## src/rtl/peripheral_apb4_ahb3_master.sv

```systemverilog
// -----------------------------------------------------------------------------
// peripheral_apb4_ahb3_master
//
// Bridges an APB4 slave port onto an AHB3-Lite master port, in a single
// clock domain (HCLK).
// Each APB access turns into one or more non-pipelined AHB SINGLE transfers.
// PREADY is held low until the AHB side has finished.
//
// Ports
//   HCLK, HRESET          clock and synchronous active-high reset
//   PSEL .. PPROT         APB4 request (select, enable, address, direction,
//                         write data, lane strobes, protection)
//   PRDATA, PREADY,       APB4 completion (read data, ready, error)
//   PSLVERR
//   HADDR .. HMASTLOCK    AHB3-Lite master request
//   HRDATA, HREADY, HRESP AHB3-Lite slave response (HREADY comes from the mux)
//
// Beat plan: if the strobes are 1111, 0011, 1100 or one-hot, the access is a
// single beat of the natural size.
// Any other pattern becomes one BYTE beat per set lane, in ascending order.
// A write with no strobes completes without touching AHB.
// -----------------------------------------------------------------------------
module peripheral_apb4_ahb3_master #(
    parameter int                    HADDR_SIZE = 32,
    parameter int                    HDATA_SIZE = 32,
    parameter int                    PADDR_SIZE = 10,
    parameter int                    PDATA_SIZE = 32,
    parameter logic [HADDR_SIZE-1:0] HADDR_BASE = '0
) (
    input  logic                    HCLK,
    input  logic                    HRESET,
    // APB4 slave port
    input  logic                    PSEL,
    input  logic                    PENABLE,
    input  logic [PADDR_SIZE-1:0]   PADDR,
    input  logic                    PWRITE,
    input  logic [PDATA_SIZE-1:0]   PWDATA,
    input  logic [PDATA_SIZE/8-1:0] PSTRB,
    input  logic [2:0]              PPROT,
    output logic [PDATA_SIZE-1:0]   PRDATA,
    output logic                    PREADY,
    output logic                    PSLVERR,
    // AHB3-Lite master port
    output logic [HADDR_SIZE-1:0]   HADDR,
    output logic [HDATA_SIZE-1:0]   HWDATA,
    input  logic [HDATA_SIZE-1:0]   HRDATA,
    output logic                    HWRITE,
    output logic [2:0]              HSIZE,
    output logic [2:0]              HBURST,
    output logic [3:0]              HPROT,
    output logic [1:0]              HTRANS,
    output logic                    HMASTLOCK,
    input  logic                    HREADY,
    input  logic                    HRESP
);

    localparam logic [2:0] SIZE_BYTE  = 3'b000;
    localparam logic [2:0] SIZE_HWORD = 3'b001;
    localparam logic [2:0] SIZE_WORD  = 3'b010;
    localparam logic [1:0] TRANS_IDLE   = 2'b00;
    localparam logic [1:0] TRANS_NONSEQ = 2'b10;

    typedef enum logic [1:0] {ST_IDLE, ST_ADDR, ST_DATA, ST_RESP} state_t;

    state_t                  state_reg, state_next;
    logic [PADDR_SIZE-3:0]   word_reg;       // PADDR word index of the access
    logic [3:0]              rem_reg;        // lanes still to be transferred
    logic                    byte_mode_reg;  // access is split into byte beats
    logic [HADDR_SIZE-1:0]   haddr_reg;
    logic [2:0]              hsize_reg;
    logic                    hwrite_reg;
    logic [HDATA_SIZE-1:0]   hwdata_reg;
    logic [3:0]              hprot_reg;
    logic [PDATA_SIZE-1:0]   prdata_reg;
    logic                    pslverr_reg;

    logic                    setup;
    logic [3:0]              strb_in;
    logic                    byte_mode_in;
    logic [3:0]              plan_mask;
    logic                    plan_byte;
    logic [PADDR_SIZE-3:0]   plan_word;
    logic [1:0]              plan_off;
    logic [2:0]              plan_size;
    logic [3:0]              plan_rest;
    logic [HADDR_SIZE-1:0]   plan_haddr;

    logic unused_bits;
    assign unused_bits = ^{PPROT[1], PADDR[1:0]};

    assign setup   = PSEL & ~PENABLE;
    // Reads always fetch the whole word.
    assign strb_in = PWRITE ? PSTRB : 4'hF;
    assign byte_mode_in = !(strb_in inside {4'hF, 4'h3, 4'hC});

    // In IDLE, the planner works on the incoming request so that the first
    // beat can be loaded at capture time. After that, it works on the lanes
    // that remain.
    assign plan_mask = (state_reg == ST_IDLE) ? strb_in      : rem_reg;
    assign plan_byte = (state_reg == ST_IDLE) ? byte_mode_in : byte_mode_reg;
    assign plan_word = (state_reg == ST_IDLE) ? PADDR[PADDR_SIZE-1:2] : word_reg;

    always_comb begin
        plan_off  = 2'd0;
        plan_size = SIZE_BYTE;
        plan_rest = 4'h0;
        if (!plan_byte) begin
            case (plan_mask)
                4'hF:    plan_size = SIZE_WORD;
                4'h3:    plan_size = SIZE_HWORD;
                default: begin
                    plan_size = SIZE_HWORD;
                    plan_off  = 2'd2;
                end
            endcase
        end else begin
            // Scan downwards so the lowest set lane wins.
            for (int i = 3; i >= 0; i--) begin
                if (plan_mask[i]) begin
                    plan_off = 2'(i);
                end
            end
            plan_rest = plan_mask & ~(4'b0001 << plan_off);
        end
    end

    assign plan_haddr = HADDR_BASE + HADDR_SIZE'({plan_word, plan_off});

    // State register
    always_ff @(posedge HCLK) begin
        if (HRESET) begin
            state_reg <= ST_IDLE;
        end else begin
            state_reg <= state_next;
        end
    end

    // Next-state logic
    always_comb begin
        state_next = state_reg;
        case (state_reg)
            ST_IDLE: begin
                if (setup) begin
                    state_next = (PWRITE && strb_in == 4'h0) ? ST_RESP : ST_ADDR;
                end
            end
            ST_ADDR: begin
                if (HREADY) begin
                    state_next = ST_DATA;
                end
            end
            ST_DATA: begin
                if (HREADY) begin
                    // An error completes the access and drops any remaining beats.
                    if (HRESP || rem_reg == 4'h0) begin
                        state_next = ST_RESP;
                    end else begin
                        state_next = ST_ADDR;
                    end
                end
            end
            default: state_next = ST_IDLE;
        endcase
    end

    // Outputs decoded from state
    always_comb begin
        HTRANS  = TRANS_IDLE;
        PREADY  = 1'b0;
        PSLVERR = 1'b0;
        if (state_reg == ST_ADDR) begin
            HTRANS = TRANS_NONSEQ;
        end
        // If the initiator drops PSEL early, the completion pulse is swallowed.
        if (state_reg == ST_RESP && PSEL) begin
            PREADY  = 1'b1;
            PSLVERR = pslverr_reg;
        end
    end

    // Request capture, beat sequencing and response registers
    always_ff @(posedge HCLK) begin
        if (HRESET) begin
            word_reg      <= '0;
            rem_reg       <= 4'h0;
            byte_mode_reg <= 1'b0;
            haddr_reg     <= '0;
            hsize_reg     <= SIZE_WORD;
            hwrite_reg    <= 1'b0;
            hwdata_reg    <= '0;
            hprot_reg     <= 4'b0011;
            prdata_reg    <= '0;
            pslverr_reg   <= 1'b0;
        end else begin
            case (state_reg)
                ST_IDLE: begin
                    if (setup) begin
                        word_reg      <= PADDR[PADDR_SIZE-1:2];
                        byte_mode_reg <= byte_mode_in;
                        rem_reg       <= plan_rest;
                        haddr_reg     <= plan_haddr;
                        hsize_reg     <= plan_size;
                        hwrite_reg    <= PWRITE;
                        hwdata_reg    <= PWDATA;
                        hprot_reg     <= {2'b00, PPROT[0], ~PPROT[2]};
                        pslverr_reg   <= 1'b0;
                    end
                end
                ST_DATA: begin
                    if (HREADY) begin
                        if (HRESP) begin
                            pslverr_reg <= 1'b1;
                        end else begin
                            if (!hwrite_reg) begin
                                prdata_reg <= HRDATA;
                            end
                            if (rem_reg != 4'h0) begin
                                haddr_reg <= plan_haddr;
                                hsize_reg <= plan_size;
                                rem_reg   <= plan_rest;
                            end
                        end
                    end
                end
                ST_RESP: pslverr_reg <= 1'b0;
                default: ;
            endcase
        end
    end

    assign HADDR     = haddr_reg;
    assign HSIZE     = hsize_reg;
    assign HWRITE    = hwrite_reg;
    assign HWDATA    = hwdata_reg;
    assign HPROT     = hprot_reg;
    assign HBURST    = 3'b000;
    assign HMASTLOCK = 1'b0;
    assign PRDATA    = prdata_reg;

endmodule

```

## config.mk

```make
export PLATFORM = sky130hd
export DESIGN_NAME = peripheral_apb4_ahb3_master
export DESIGN_NICKNAME = d
export VERILOG_FILES = /design/src/rtl/peripheral_apb4_ahb3_master.sv
export SDC_FILE = /design/constraint.sdc
export NUM_CORES = 1
export LEC_CHECK = 0
export CORE_ASPECT_RATIO = 0.5
export CORE_UTILIZATION = 30
export DETAILED_ROUTE_END_ITERATION = 10
export PLACE_DENSITY = 0.7
export SLEW_MARGIN = 20
export SYNTH_ARGS = -nofsm -noshare
export SYNTH_HDL_FRONTEND = slang
export SYNTH_SLANG_ARGS = --single-unit
export TNS_END_PERCENT = 20
```

## constraint.sdc

```tcl
create_clock -name HCLK -period 2.5 [get_ports HCLK]
set_clock_uncertainty 0.2 [all_clocks]
set_input_delay 0.25 -clock HCLK [delete_from_list [all_inputs] [get_ports HCLK]]
set_output_delay 0.25 -clock HCLK [all_outputs]
set_load 0.1 [all_outputs]
```

### After elaboration in Yosys (flattened, before gate mapping)

Cells that the tools add are included.
Widths: inputs -> output; s select.

| operators by class | value |
|---|---|
| reduce and logical (&&, ||, !) cells | 17 |
| shift operators | 1 |
| muxes and demuxes | 42 |
| bitwise operators | 7 |
| equal/unequal tests | 14 |

Operators with widths:

| operator | count |
|---|---|
| $mux 32 | 4 |
| $pmux 32 s2 | 1 |
| $mux 2 | 15 |
| $mux 4 | 7 |
| $eq 4x4->1 const B | 3 |
| $mux 3 | 4 |
| $ne 2x2->1 const B | 6 |
| $eq 4x2->1 const B | 2 |
| $logic_not 4->1 | 2 |
| $mux 8 | 1 |
| $pmux 4 s2 | 1 |
| $reduce_and 4->1 | 2 |
| $mux 1 | 6 |
| $pmux 2 s3 | 1 |
| $pmux 3 s2 | 1 |
| $reduce_bool 3->1 | 2 |
| $reduce_and 5->1 | 1 |
| $and 4x4->4 | 1 |
| $eq 2x2->1 const B | 2 |
| $not 1->1 | 4 |
| $not 4->4 | 1 |
| $reduce_bool 4->1 | 1 |
| $shl 1x2->4 const A | 1 |
| $pmux 1 s3 | 1 |
| other kinds (10) | 11 |

| storage, ports and cells | value |
|---|---|
| bits in registers | 118 |
| input port bits | 88 |
| word-level logic and storage cells | 92 |
| output and inout bits | 112 |

### Depth between registers and ports, before layout

| depth | value |
|---|---|
| word-level depth | 15 |
| gate-level depth with buffers | 9 |
| gate-level depth less buffers | 7 |

### Least setup slack after synthesis

Ideal clock, no wire load.

| timing | value |
|---|---|
| kind | register to register |
| from | register hwrite_reg (netlist: HWRITE) |
| to | register prdata_reg[10] (netlist: PRDATA[10]) |
| stages on the path, launching flop included | 6 |
| data arrival time | 1.848 ns |
| setup slack | 0.381 ns |
| library setup time | 0.070 ns |
| cell sequence | dfxtp_1 > nand4bb_1 > clkbuf_1 > clkbuf_1 > nand2_1 > a21oi_1 |

| on the way | value |
|---|---|
| longest elaborated chain between the ends | 2 |

RTL lines:

| what | RTL line | text |
|---|---|---|
| start, declared | 71 | `logic hwrite_reg;` |
| start signal, assigned | 189 | `hwrite_reg <= 1'b0;` |
| start signal, assigned | 203 | `hwrite_reg <= PWRITE;` |
| $not 1->1 (no source line) | - |  |
| $reduce_and 4->1 (no source line) | - |  |
| end signal, assigned | 192 | `prdata_reg <= '0;` |
| end signal, assigned | 215 | `prdata_reg <= HRDATA;` |
| end, declared | 74 | `logic [PDATA_SIZE-1:0] prdata_reg;` |

No other way between the ends.
A chain may end at the register's enable or synchronous reset.

### Worst setup path after layout

| timing | value |
|---|---|
| from | register state_reg[0] |
| to | register haddr_reg[1] (netlist: HADDR[1]) |

| on the way | value |
|---|---|
| longest elaborated chain between the ends | 12 |
| elaborated cells on any way between the ends | 25 |
| those cells by class | eq/ne (7); mux (14); reduce/logical (4) |

RTL lines:

| what | RTL line | text |
|---|---|---|
| start, declared | 65 | `state_t state_reg, state_next;` |
| start signal, assigned | 134 | `state_reg <= state_next;` |
| $logic_not 2->1 | 99, 100, 195 |  |
| $mux 4 | 99 | `assign plan_mask = (state_reg == ST_IDLE) ? strb_in : rem_reg;` |
| $mux 2 (4 in series) | 119 | `if (plan_mask[i]) begin` |
| $mux 2 (2 in series) | 107 | `if (!plan_byte) begin` |
| $mux 32 | 217 | `if (rem_reg != 4'h0) begin` |
| $mux 32 | 211 | `if (HRESP) begin` |
| $mux 32 | 210 | `if (HREADY) begin` |
| $pmux 32 s2 | 195 | `case (state_reg)` |
| end signal, assigned | 201 | `haddr_reg <= plan_haddr;` |
| end signal, assigned | 218 | `haddr_reg <= plan_haddr;` |
| end, declared | 69 | `logic [HADDR_SIZE-1:0] haddr_reg;` |

Parallel ways exist; a longest one is shown, timed or not. The select of a mux whose other input is x is not followed.

==> impl_metrics.py <==
metrics = {
    "worst_setup_path": {
        "critical_path.endpoint_type": "flop",
        "critical_path.reg2reg.startpoint": "state_reg[0]",
        "setup.worst_path.start": "state_reg[0]",
        "timing.critical_path.required_ns": 2.56,
        "cp-start-kind": "flop",
        "regToRegSetupSlack_ns": 0.22,
        "critPathMaxFanout": 11,
        "arrival_time_of_the_worst_setup_path_ns": 2.34,
        "critPathKind": "flop to flop",
    },
    "global_routing": {
        "grt_max_degree": 59,
        "total_routing_resource_utilization_after_global_routing": 0.149,
        "globalRoute.totalOverflow": 0,
        "first_global_vias": 3184,
        "antenna_found_initial": 0,
        "grt_first_pass_wirelength_um": 16100,
    },
    "routing": {
        "drt_wl_total_um": 10200,
        "drt_drc_violations_left": 0,
        "routed_wire_length_per_instance_um": 12.3,
        "post_drt_via_cell_ratio": 4.42,
        "drtPass1Iterations": 4,
        "antenna_left": 0,
        "dr.first_iter.drc_count": 242,
        "dr_total_vias": 3650,
    },
    "floorplanning": {
        "die_area_um2": 13800,
        "fp.coreArea_um2": 12800,
        "io-pin-count": 200,
        "chipHeight_um": 83.6,
        "initial_core_util": 0.312,
        "placement_rows": 29,
        "die_w_um": 165,
    },
    "logic_synthesis": {
        "synth.area.mux_share": 0.0339,
        "yosys.cell_types.count": 44,
        "post_synth.cell_area_avg_um2": 8.04,
        "area_share_of_xor_xnor_cells_in_the_synthesized_design": 0.00439,
        "yosys-top-cells-area": "dfxtp_1 48%, nand2_1 15%, a21oi_1 11%",
        "fraction_of_the_yosys_area_taken_by_sequential_cells": 0.477,
        "synth_most_common_cell": "nand2_1",
        "count_of_flip_flops_with_a_built_in_enable_after_synthesis": 0,
        "yosys_most_used_dff": "dfxtp_1",
        "netlist.top_cell.by_area": "dfxtp_1",
        "yosys.area_share.adder": 0.0157,
        "post-synth-top-area-fraction": 0.477,
        "yosysWarningCount": 0,
        "synthArstFlopShare": 0,
        "syn_area_um2": 3990,
        "synth_compound_gate_area_share": 0.161,
        "synthesis.instances": 496,
        "main_combinational_cell_family_by_area_after_synthesis": "simple AND/OR/NAND/NOR gates",
        "synth_simple_gate_area_frac": 0.209,
        "yosys-top-cells-count": "159 x nand2_1, 95 x dfxtp_1, 85 x a21oi_1",
        "synth_seq_cells": 95,
    },
    "clocking": {
        "cts_tree": "built",
        "cts_sinks": 95,
        "cts_buf_count": 9,
        "clock_tree.buffer_depth": 2,
        "cts_setup_buffers": 0,
        "cts.reportedPaths.clkPinSlew_ns": 0.06,
        "cts_hold_buf": 0,
        "cts-resized-gates": 0,
        "htree_num_levels": 3,
        "clock-root-buffer": "clkbuf_16",
        "worstSkewPairLatency_ns": 0.34,
    },
    "cells_and_area": {
        "insertedDiodeCount": 0,
        "layout.filler_cells": 1257,
        "area.growth.synth_to_final_pct": 45.5,
        "nets": 743,
        "post_route_cells_drive_above_1_share": 0.183,
        "post_layout_nonfiller_instances": 825,
    },
    "timing": {
        "timing_hold_violations_final": 0,
        "finalMaxSlewViolations": 0,
        "fmax_mhz": 439,
        "layout_min_cycle_time_ns": 2.28,
        "worst_slew_pin_slew_ns": 0.645,
        "timing.final.setup_violations": 0,
        "final_period_util": 0.912,
        "timing.slew.headroom": 0.570,
        "timing.setup.tns_ns": 0,
        "timing.hold.ws_ns": 0.196,
        "grt_setup_unrepaired": "false",
    },
    "pwr": {
        "cellPowerDensity_nw_per_um2": 1090,
        "vdd.ir_drop.worst_mv": 0.636,
        "reported_leakage_power_uw": 0.00238,
    },
    "place": {
        "gp_congestion": 0.796,
        "numPortBuffers": 166,
        "numPlacedInstances": 809,
        "dp_hpwl_um": 7110,
    },
    "hold_path": {
        "hold_path_class": "primary input to flop",
        "hold_path_startpoint": "HRESET",
    },
    "flow_run": {
        "maxCapViolCount": 0,
    },
    "status": {
        "outcome": "complete, no violations",
    },
}
## power breakdown
| group | leakage [uW] | total [uW] | internal, uW | switching, uW |
|---|---|---|---|---|
| logic | 0.00146 | 3180 | 835 | 2350 |
| registers | 0.000773 | 1860 | 1730 | 130 |
| clock network | 0.000145 | 1310 | 727 | 580 |
| total | 0.00238 | 6350 | 3290 | 3060 |
## cell type report
| cell class | instances | area (um^2) | area share |
|---|---|---|---|
| Clock buffer | 11 | 253 | 0.0435 |
| Timing Repair Buffer | 177 | 1560 | 0.269 |
| Multi-Input combinational cell | 361 | 1820 | 0.314 |
| Sequential cell | 95 | 1900 | 0.328 |
| Tap cell | 170 | 213 | 0.0366 |
| Clock inverter | 5 | 32.5 | 0.00560 |
| Inverter | 6 | 22.5 | 0.00388 |
## path summary, 6_finish.rpt
kind                                     end  cells past startpoint
worst max-delay path                HADDR[1]                      8
worst min-delay path            state_reg[1]                      2
worst max register to register      HADDR[1]                      8
worst min register to register     HWDATA[8]                      2
## logic make-up after synthesis
group	after synthesis
AOI/OAI and AO/OA	110
xor gates and xnor gates	2
adders and majority gates	5
buffers and inverters	69
DFF	95
muxes	13
other	1
and+or+nand+nor	201
## per-stage QoR
step | total power [uW] | area [um^2] | utilization | setup slack [ns]
after global placement | 5060 | 5520 | 0.431 | 0.298
after floorplan | 4460 | 4100 | - | 0.381
final | 6350 | 5810 | 0.453 | 0.221
after detailed placement | 5080 | 5520 | 0.431 | 0.246
after global routing | 6680 | 5810 | 0.453 | 0.0709
after CTS | 6430 | 5810 | 0.453 | 0.220
## per-layer routing
layer  up-vias  wire length, um  track usage
met5         -                0            0
met1      1659             4410        0.177
met4         0              185       0.0550
met2        95             4980        0.253
li1       1879                -            -
met3        17              607       0.0442
## cells in the final DEF, fill, tap and decap left out, drive strengths merged, types with 5 or more instances in the layout
| cell | n |
|---|---|
| dfxtp | 95 |
| mux2i | 12 |
| clkdlybuf4s50 | 83 |
| a21oi | 85 |
| a211oi | 10 |
| ha | 5 |
| buf | 94 |
| nand2 | 159 |
| inv | 6 |
| nor2 | 18 |
| conb | 30 |
| clkbuf | 11 |
| clkinv | 5 |
## worst max-delay path: stages, from the launching register on
cell,delay (ns)
dfxtp_1,0.42
inv_1,0.10
ha_1,0.32
buf_4,0.22
or3_1,0.31
o31ai_1,0.11
a21boi_1,0.21
mux2i_1,0.10
a211oi_2,0.21
Power figures use the tool's default switching activity.
